--- src/rtl/pc_sequencer_pkg.sv ---
// Shared definitions for the program-counter stage: state encoding and the
// reset fetch address also used by the instruction-memory block.
package pc_sequencer_pkg;

  typedef enum logic [1:0] {
    IDLE   = 2'd0,
    RUN    = 2'd1,
    STALL  = 2'd2,
    HALTED = 2'd3
  } pc_state_e;

  localparam int unsigned PC_WIDTH_DEFAULT = 16;
  localparam logic [15:0] DEFAULT_RESET_PC = 16'h0000;

endpackage : pc_sequencer_pkg

--- src/rtl/pc_sequencer_sat_counter.sv ---
// Saturating up-counter with synchronous clear; clear wins over increment.
module sat_counter #(
  parameter int WIDTH = 16
) (
  input  logic             clk,
  input  logic             rst_n,
  input  logic             inc,
  input  logic             clr,
  output logic [WIDTH-1:0] count
);

  logic [WIDTH-1:0] count_r;
  logic             at_max_s;

  assign at_max_s = (count_r == {WIDTH{1'b1}});

  // count register: holds at all-ones instead of wrapping
  always_ff @(posedge clk or negedge rst_n) begin
    if (!rst_n) begin
      count_r <= {WIDTH{1'b0}};
    end else if (clr) begin
      count_r <= {WIDTH{1'b0}};
    end else if (inc && !at_max_s) begin
      count_r <= count_r + {{(WIDTH-1){1'b0}}, 1'b1};
    end else begin
      count_r <= count_r;
    end
  end

  assign count = count_r;

endmodule : sat_counter

--- src/rtl/pc_sequencer.sv ---
// Program-counter stage: PC register qualified by a run/stall/halt FSM,
// combinational pc+1 for the next-PC mux, and a retired-instruction counter.
module pc_sequencer
  import pc_sequencer_pkg::*;
#(
  parameter int               WIDTH       = 16,
  parameter logic [WIDTH-1:0] RESET_PC    = DEFAULT_RESET_PC,
  parameter int               COUNT_WIDTH = 16
) (
  input  logic                   clk,
  input  logic                   rst_n,
  input  logic                   start,
  input  logic                   stall,
  input  logic                   halt_instr,
  input  logic [WIDTH-1:0]       next_pc,
  output logic [WIDTH-1:0]       pc,
  output logic [WIDTH-1:0]       pc_plus_one,
  output logic                   running,
  output logic                   halted,
  output logic [COUNT_WIDTH-1:0] retired
);

  pc_state_e        state_r;
  logic [WIDTH-1:0] pc_r;
  logic             running_r;
  logic             halted_r;
  logic             inc_s;
  logic             clr_s;

  // retire on every RUN edge that advances the PC or executes HALT; clear on restart
  always_comb begin
    inc_s = 1'b0;
    clr_s = 1'b0;
    if (state_r == RUN) begin
      inc_s = halt_instr | ~stall;
    end else if (state_r == HALTED) begin
      clr_s = start;
    end else begin
      inc_s = 1'b0;
      clr_s = 1'b0;
    end
  end

  // sequencer FSM, PC register and registered status flags
  always_ff @(posedge clk or negedge rst_n) begin
    if (!rst_n) begin
      state_r   <= IDLE;
      pc_r      <= RESET_PC;
      running_r <= 1'b0;
      halted_r  <= 1'b0;
    end else begin
      case (state_r)
        IDLE: begin
          if (start) begin
            state_r   <= RUN;
            pc_r      <= RESET_PC;
            running_r <= 1'b1;
            halted_r  <= 1'b0;
          end else begin
            state_r <= IDLE;
          end
        end
        RUN: begin
          // halt outranks stall so a HALT sitting behind a stall still retires
          if (halt_instr) begin
            state_r   <= HALTED;
            running_r <= 1'b0;
            halted_r  <= 1'b1;
          end else if (stall) begin
            state_r <= STALL;
          end else begin
            state_r <= RUN;
            pc_r    <= next_pc;
          end
        end
        STALL: begin
          if (!stall) begin
            state_r <= RUN;
          end else begin
            state_r <= STALL;
          end
        end
        HALTED: begin
          if (start) begin
            state_r   <= RUN;
            pc_r      <= RESET_PC;
            running_r <= 1'b1;
            halted_r  <= 1'b0;
          end else begin
            state_r <= HALTED;
          end
        end
        default: begin
          state_r   <= IDLE;
          pc_r      <= RESET_PC;
          running_r <= 1'b0;
          halted_r  <= 1'b0;
        end
      endcase
    end
  end

  sat_counter #(
    .WIDTH (COUNT_WIDTH)
  ) u_retired (
    .clk   (clk),
    .rst_n (rst_n),
    .inc   (inc_s),
    .clr   (clr_s),
    .count (retired)
  );

  assign pc          = pc_r;
  assign pc_plus_one = pc_r + {{(WIDTH-1){1'b0}}, 1'b1};
  assign running     = running_r;
  assign halted      = halted_r;

endmodule : pc_sequencer

--- config.mk ---
export PLATFORM = sky130hd
export DESIGN_NAME = pc_sequencer
export DESIGN_NICKNAME = d
export VERILOG_FILES = /design/src/rtl/pc_sequencer_pkg.sv /design/src/rtl/pc_sequencer_sat_counter.sv /design/src/rtl/pc_sequencer.sv
export SDC_FILE = /design/constraint.sdc
export NUM_CORES = 1
export LEC_CHECK = 0
export CAP_MARGIN = 10
export CORE_AREA = 2 2 79 62
export CTS_BUF_LIST = sky130_fd_sc_hd__clkbuf_4 sky130_fd_sc_hd__clkbuf_8 sky130_fd_sc_hd__clkbuf_16
export DETAILED_ROUTE_END_ITERATION = 8
export DIE_AREA = 0 0 81 64
export PLACE_DENSITY = 0.83
export SLEW_MARGIN = 20
export SYNTH_ARGS = -nofsm -noshare
export SYNTH_HDL_FRONTEND = slang
export SYNTH_SLANG_ARGS = --single-unit
export TNS_END_PERCENT = 20
--- constraint.sdc ---
create_clock -name clk -period 4 [get_ports clk]
set_input_delay 1.2 -clock clk [delete_from_list [all_inputs] [get_ports clk]]
set_output_delay 1.2 -clock clk [all_outputs]
set_load 0.005 [all_outputs]
* After elaboration in Yosys (flattened, before gate mapping)
Index checks and enable logic that the tools add are counted.
** Operators by class
- Equality and inequality tests :: 8
- Reductions and logical operators :: 8
- Bitwise logic cells :: 2
- Muxes and demuxes :: 20
- $add $sub $neg :: 2
** Operators by type and width (count)
- 16-bit two-way mux :: 5
- 16-bit by 1-bit adder with 16-bit output, second input constant :: 2
- 16-bit case mux with 2 select lines :: 1
- 16-bit == test, second input constant :: 1
- 1-bit two-way mux :: 8
- 2-bit case mux with 4 select lines :: 1
- 2-bit two-way mux :: 3
- 2-bit inequality test, second input constant :: 3
- 2-bit == test, second input constant :: 2
- 1-bit case mux with 2 select lines :: 2
- 4-bit AND reduction :: 1
- 2-bit nonzero test :: 2
- 3-bit AND reduction :: 1
- 2-bit by 1-bit == test with 1-bit output, second input constant :: 1
- 2-bit zero test :: 1
- 2-bit by 1-bit inequality test with 1-bit output, second input constant :: 1
- 2-bit OR reduction :: 1
- 1-bit logical AND :: 1
- 1-bit zero test :: 1
- 1-bit NOT :: 1
- 1-bit OR :: 1
** Storage, ports and cells
- Word-level logic and storage cells :: 45
- Output and inout bits :: 50
- Register bits :: 36

* Depth between registers and ports, before layout
Gate-level depths: netlist of run 1.
- Depth in word-level cells :: 6
- Gate-level depth with buffers :: 10
- Gate-level depth less buffers :: 7

* Modules after synthesis
A second synthesis of run 1 with hierarchy kept.
** Second synthesis, totals
- Cells, all modules :: 213
- Area total of the unflattened synthesis :: 2123.3 µm²
** By module, submodules not included
- pc_sequencer :: times used 1, area each 1142.3 µm², seq. area each 500.5 µm², cells an instance 110
- sat_counter :: times used 1, area each 980.9 µm², seq. area each 400.4 µm², cells an instance 103

* Worst setup path after synthesis of run 1
Ideal clock, no wire load.
- Path kind :: register -> output
- Start point :: reg pc_r[2], in the netlist pc[2]
- End point :: out pc_plus_one[15]
- Stages on the path, launching flop included :: 6
- Path slack :: 1566 ps
- Buffers on the path :: 1
- Arrival :: 1234 ps
- Path through :: dfrtp_1 clkbuf_1 nand3_1 nor2_1 nand4_1 xnor2_1
** Between the ends
- Cells in the longest elaborated chain, start to end :: 1
** Ends and longest elaborated chain
- start, declared :: line pc_sequencer.sv:24 : logic [WIDTH-1:0] pc_r;
- start signal, assigned :: line pc_sequencer.sv:73 : pc_r <= next_pc;
- 16-bit by 1-bit adder with 16-bit output :: line pc_sequencer.sv:114 : assign pc_plus_one = pc_r + {{(WIDTH-1){1'b0}}, 1'b1};
- end, declared :: line pc_sequencer.sv:17 : output logic [WIDTH-1:0] pc_plus_one,
No other way between the ends.

* Final worst setup path of run 1
- Start point :: reg pc_r[3], in the netlist pc[3]
- End point :: out pc_plus_one[15]
The elaborated chain is that of the path after synthesis.

==> flow_summary.json, run 1 <==
{
  "status": "complete, no violations",
  "skew_ns": 0.006741,
  "drt_wl_total_um": 5359,
  "dr.pass1.iters": 4,
  "cts_made_buffers": 5,
  "synth_edf_count": 0,
  "die-area_um2": 5184,
  "p_leak_uw": 0.001302,
  "synth-seq-area-share_pct": 43.48,
  "clock-root-buffer": "clkbuf_8",
  "netlist_top_cells_area": "dfrtp_1 43%, nand2_1 11%, xnor2_1 6.3%, nand3_1 6.0%, ha_1 3.6%",
  "track_usage_pct": 22.51,
  "yosysTopAreaCell": "dfrtp_1",
  "hp-class": "reg -> reg",
  "htree_levels": 2,
  "r2r_setup_slack_ns": 1.76,
  "rr_worst_depth": 7,
  "ctsLongestPathBuffers": 2,
  "slew_violations": 0,
  "syn-mean-instance-area_um2": 8.780,
  "start_util_pct": 47.50,
  "setup_viol": 0,
  "place_inst": 356,
  "synth_seq_cells": 36,
  "cp-endpoint": "pc_plus_one[15]",
  "fin_setup_tns_ns": 0,
  "drt_iter0_markers": 164,
  "gr-total-overflow": 0,
  "viasPerCell": 5.266,
  "slew_headroom_pct": 56.92,
  "coreArea_um2": 4362,
  "cp.required_ns": 2.80,
  "crit_fanout": 7,
  "peakVddDrop_mv": 0.3528,
  "synthCells": 236,
  "syn_area_um2": 2072,
  "crit_start": "pc[3]",
  "port_buffers": 70,
  "diodes": 0,
  "wl_per_cell_um": 14.72,
  "syn_nets": 263,
  "crit_path_start_kind": "flip-flop",
  "route.detailed.drc": 0,
  "cts.sinks": 36,
  "cap_violations": 0,
  "first_global_vias": 1756,
  "tightest_slew_ns": 0.6461,
  "drt.antenna.violating_nets": 0,
  "die_h_um": 64,
  "cts_resized": 0,
  "layout.cells.non_filler": 364,
  "dp_hpwl_um": 4038,
  "worstReg2RegStart": "state_r[1]",
  "synth_cell_type_count": 37,
  "ctsHoldBuffers": 0,
  "drive_gt1_share_pct": 5.863,
  "num_rows": 21,
  "cp.arrival_ns": 2.20,
  "crit_type": "reg -> out",
  "grt_pass1_wl_um": 8914,
  "antenna_found_initial": 0,
  "powerDensity_nw_per_um2": 571.0,
  "fillCellCount": 366,
  "hold_violations": 0,
  "dieWidth_um": 81,
  "grt_setup_unrepaired": "no",
  "r2r_end": "pc[9]",
  "fin_crit_ns": 3.405,
  "grt_max_degree": 37,
  "max_freq_mhz": 293.7,
  "netlist.area_leader.share_pct": 43.48,
  "clk_latency_ns": 0.29,
  "cts_setup_buffers": 0,
  "ys.flop_type": "dfrtp_1",
  "routabilityCongestion": 0.8833,
  "via_count": 1917,
  "async_reset_ff_share_pct": 100.0,
  "syn_to_final_growth_pct": 40.52,
  "yosys_warnings": 0,
  "clk_pin_slew_worst_paths_ns": 0.07,
  "fin_util_pct": 66.75,
  "pin_count": 71,
  "finalCritPeriodShare_pct": 85.12,
  "cts_tree": "yes",
  "fin_nets": 333,
  "worstSetupEndpointType": "output pin"
}
## how the worst min path moves through the flow
stage,startpoint,endpoint,slack (ns),cells past startpoint
floorplan,halted,halted,0.49,1
global placement,halted,halted,0.49,1
detailed placement,halted,halted,0.49,1
CTS,halted,halted,0.52,1
global route,halted,halted,0.56,1
finish,halted,halted,0.51,1
## through the flow
stage                     setup slack (ns)  area, um2  total power (uW)  hold slack [ns]
final                               0.5953       2912              1662           0.5106
after global routing                0.4019       2912              1793           0.5599
after CTS                           0.5947       2912              1673           0.5164
after detailed placement            0.9093       2814              1388           0.4916
after global placement               1.043       2814              1357           0.4887
after floorplan                      1.566       2072             990.7           0.4897
## logic make-up after synthesis
group / after synthesis / synth area share (%)
AND/OR/NAND/NOR: 135 / 32.49
flip-flops: 36 / 43.48
XOR/XNOR: 21 / 8.877
AO/OA/AOI/OAI: 17 / 5.253
buffers and inverters: 14 / 2.898
multiplexers: 7 / 3.382
adder cells (fa/ha/maj): 6 / 3.623
## critical path, cell delays in order, from the launching register on
cell and delay [ns]:
dfrtp_1 0.45, and4_1 0.27, nand2_1 0.07, nor2_1 0.28
nand4_1 0.16, xnor2_1 0.17, clkdlybuf4s50_1 0.52
## routing by layer
| metal | global-route usage [%] | vias to the layer above | routed length, um |
|---|---|---|---|
| li1 | - | 943 | - |
| met1 | 31.94 | 920 | 2529 |
| met2 | 35.23 | 47 | 2550 |
| met3 | 4.096 | 7 | 221 |
| met4 | 6.356 | 0 | 58 |
| met5 | 0 | - | 0 |
## sequential cells by signal (all words and copies together) (netlist names)
| register | cells |
|---|---|
| running | 1 |
| u_retired.count | 16 |
| state_r | 2 |
| halted | 1 |
| pc | 16 |
## cells in the final DEF (no fill, tap or decap), types with 7 or more instances in the layout
| cell | synthesis | final |
|---|---|---|
| xnor2_1 | 15 | 15 |
| nand3_1 | 25 | 25 |
| mux2i_1 | 7 | 7 |
| clkdlybuf4s50_1 | 0 | 70 |
| nor2_1 | 20 | 20 |
| dfrtp_1 | 36 | 36 |
| nand2_1 | 61 | 61 |
## report_power, final
part           switching, uW  internal [uW]
Sequential               123            464
Combinational            395            401
Clock                    126            154
## area by class of cell
type,count,area [um2],share of cell area (%)
Multi-Input combinational cell,186,1111,38.16
Timing Repair Buffer,71,708.2,24.32
Sequential cell,36,900.9,30.94
Tap cell,57,71.32,2.450
Inverter,6,22.52,0.7735
Clock buffer,8,97.59,3.352
## synthesized netlist by cell type (4+ instances only)
library cell  number
xor2_1             6
nand2_1           61
mux2i_1            7
xnor2_1           15
dfrtp_1           36
inv_1              6
ha_1               6
a21oi_1            5
nand4_1            6
o21ai_0            4
nor2_1            20
nand3_1           25
(Power assumes the default switching activity.)
==> run 2, diff against run 1 <==
--- a/config.mk
+++ b/config.mk
@@ -15,4 +15,4 @@
 export SYNTH_ARGS = -nofsm -noshare
 export SYNTH_HDL_FRONTEND = slang
 export SYNTH_SLANG_ARGS = --single-unit
-export TNS_END_PERCENT = 20
+export TNS_END_PERCENT = 1
==> results of run 2 <==
No change in the layout: final DEF, timing and power equal those of run 1.
==> run 3, diff against run 2 <==
--- a/config.mk
+++ b/config.mk
@@ -5,12 +5,14 @@
 export SDC_FILE = /design/constraint.sdc
 export NUM_CORES = 1
 export LEC_CHECK = 0
+export ABC_AREA = 1
 export CAP_MARGIN = 10
-export CORE_AREA = 2 2 79 62
+export CORE_AREA = 2 2 80 63
 export CTS_BUF_LIST = sky130_fd_sc_hd__clkbuf_4 sky130_fd_sc_hd__clkbuf_8 sky130_fd_sc_hd__clkbuf_16
 export DETAILED_ROUTE_END_ITERATION = 8
-export DIE_AREA = 0 0 81 64
-export PLACE_DENSITY = 0.83
+export DIE_AREA = 0 0 82 65
+export GPL_ROUTABILITY_DRIVEN = 0
+export PLACE_DENSITY = 0.84
 export SLEW_MARGIN = 20
 export SYNTH_ARGS = -nofsm -noshare
 export SYNTH_HDL_FRONTEND = slang
==> flow_summary.json, run 3 <==
{
  "die_h_um": 65,
  "yosys_warnings": 0,
  "synth_most_common_cell": "nand2_1",
  "setup_viol": 0,
  "synthCells": 298,
  "async_reset_ff_share_pct": 100.0,
  "holdPathEnd": "running",
  "fin_setup_tns_ns": 0,
  "slew_violations": 0,
  "drt_iter0_markers": 125,
  "fillCellCount": 379,
  "pin_count": 71,
  "mostFrequentLayoutCells": "80 x nand2_1, 70 x clkdlybuf4s50_1, 38 x nand3_1",
  "synth_edf_count": 0,
  "fin_crit_ns": 3.405,
  "cp.required_ns": 2.80,
  "r2r_end": "pc[10]",
  "worstSetupEndpointType": "output pin",
  "drive_gt1_share_pct": 5.391,
  "rr_worst_depth": 8,
  "track_usage_pct": 23.58,
  "tightest_slew_ns": 0.6935,
  "crit_fanout": 4,
  "num_rows": 22,
  "first_global_vias": 2073,
  "clock-root-buffer": "clkbuf_8",
  "crit_path_start_kind": "flip-flop",
  "crit_type": "reg -> out",
  "slew_headroom_pct": 53.72,
  "clk_pin_slew_worst_paths_ns": 0.07,
  "clk_latency_ns": 0.30,
  "grt_pass1_wl_um": 9577,
  "syn_nets": 325,
  "netlist.area_leader.share_pct": 40.89,
  "p_leak_uw": 0.001362,
  "route.detailed.drc": 0,
  "ys.flop_type": "dfrtp_1",
  "drt_wl_total_um": 5751,
  "powerDensity_nw_per_um2": 585.4,
  "synth-seq-area-share_pct": 40.89,
  "worstReg2RegStart": "state_r[1]",
  "drt.antenna.violating_nets": 0,
  "power_uw": 1781,
  "syn_to_final_growth_pct": 38.10,
  "min_from": "running",
  "post-place-ws_ns": 0.9250,
  "wl_per_cell_um": 13.34,
  "synthTopCellsByCount": "80 x nand2_1, 38 x nand3_1, 36 x dfrtp_1, 35 x inv_1, 23 x nor2_1",
  "syn-mean-instance-area_um2": 7.394,
  "r2r_setup_slack_ns": 1.58,
  "final_common_cell": "nand2_1",
  "start_util_pct": 47.65,
  "ctsLongestPathBuffers": 2,
  "hold_depth": 1,
  "max_freq_mhz": 293.6,
  "synth_cell_type_count": 29,
  "fin_util_pct": 65.80,
  "synth_seq_cells": 36,
  "grt_max_degree": 37,
  "status": "complete, no violations",
  "dieWidth_um": 82,
  "grt_setup_unrepaired": "no",
  "cts_tree": "yes",
  "netlist_top_cells_area": "dfrtp_1 41%, nand2_1 14%, nand3_1 8.6%, inv_1 6.0%, xor2_1 5.2%",
  "syn_area_um2": 2203,
  "ctsHoldBuffers": 0,
  "cap_violations": 0,
  "coreArea_um2": 4624,
  "fin_nets": 397,
  "gr-total-overflow": 0,
  "antenna_found_initial": 0,
  "cts_made_buffers": 5,
  "cts_resized": 0,
  "dp_hpwl_um": 4356,
  "peakVddDrop_mv": 0.4270,
  "htree_levels": 2,
  "hold_violations": 0,
  "yosysTopAreaCell": "dfrtp_1",
  "skew_ns": 0.006099,
  "cts.sinks": 36,
  "cts_setup_buffers": 0,
  "finalCritPeriodShare_pct": 85.14,
  "hp-class": "reg -> reg",
  "fin_ws_ns": 0.5946,
  "via_count": 2216,
  "die-area_um2": 5330,
  "viasPerCell": 5.142,
  "dr.pass1.iters": 4,
  "cp.arrival_ns": 2.21,
  "port_buffers": 70,
  "diodes": 0
}
## run 3: where the power goes
group / internal (uW) / switching, uW / total [uW]
combinational: 459 / 462 / 921
clock: 121 / 138 / 260
sequential: 477 / 124 / 601
## run 3: worst max-delay path by stage
stage	from	end	cells after the start
finish	pc[1]	pc_plus_one[14]	8
global route	pc[1]	pc_plus_one[14]	8
CTS	pc[1]	pc_plus_one[14]	8
detailed placement	pc[1]	pc_plus_one[14]	8
global placement	pc[0]	pc_plus_one[14]	8
floorplan	pc[0]	pc_plus_one[14]	8
## run 3: metrics by stage
step | hold WS (ns) | std cells | instance area [um2]
3_3_place_gp | 0.4817 | 423 | 2955
4_1_cts | 0.5052 | 431 | 3043
2_1_floorplan | 0.4874 | 298 | 2203
5_1_grt | 0.5364 | 431 | 3043
6_report | 0.4983 | 431 | 3043
3_5_place_dp | 0.4843 | 423 | 2955
## run 3: layout make-up
cell class,count,area (um2),share of cell area (%)
multi-input combinational,218,1125,36.97
sequential,36,900.9,29.61
timing repair buffer,72,715.7,23.52
inverter,37,138.9,4.564
tap,60,75.07,2.467
clock buffer,5,68.82,2.262
clock inverter,3,18.77,0.6168
## run 3: logic make-up after synthesis
family / Yosys count / synth area share (%)
simple gates: 167 / 34.07
buf+inv: 44 / 8.063
flops: 36 / 40.89
compound gates: 31 / 8.007
xor+xnor: 14 / 5.565
fa+ha+maj: 6 / 3.407
## run 3: routing by layer
metal	share of wire (%)	global-route usage, %
met2	48	36.89
met1	46	33.10
met3	4.2	3.621
met4	1.9	8.333
met5	0	0
## run 3: critical path, stage by stage, from the launching register on
cell and delay, ns:
dfrtp_1 0.40, ha_1 0.20, nand2_1 0.08, nor2_1 0.20, nand2_1 0.13, nor2_1 0.21, a21oi_1 0.10, nor2_1 0.09
clkdlybuf4s50_1 0.50
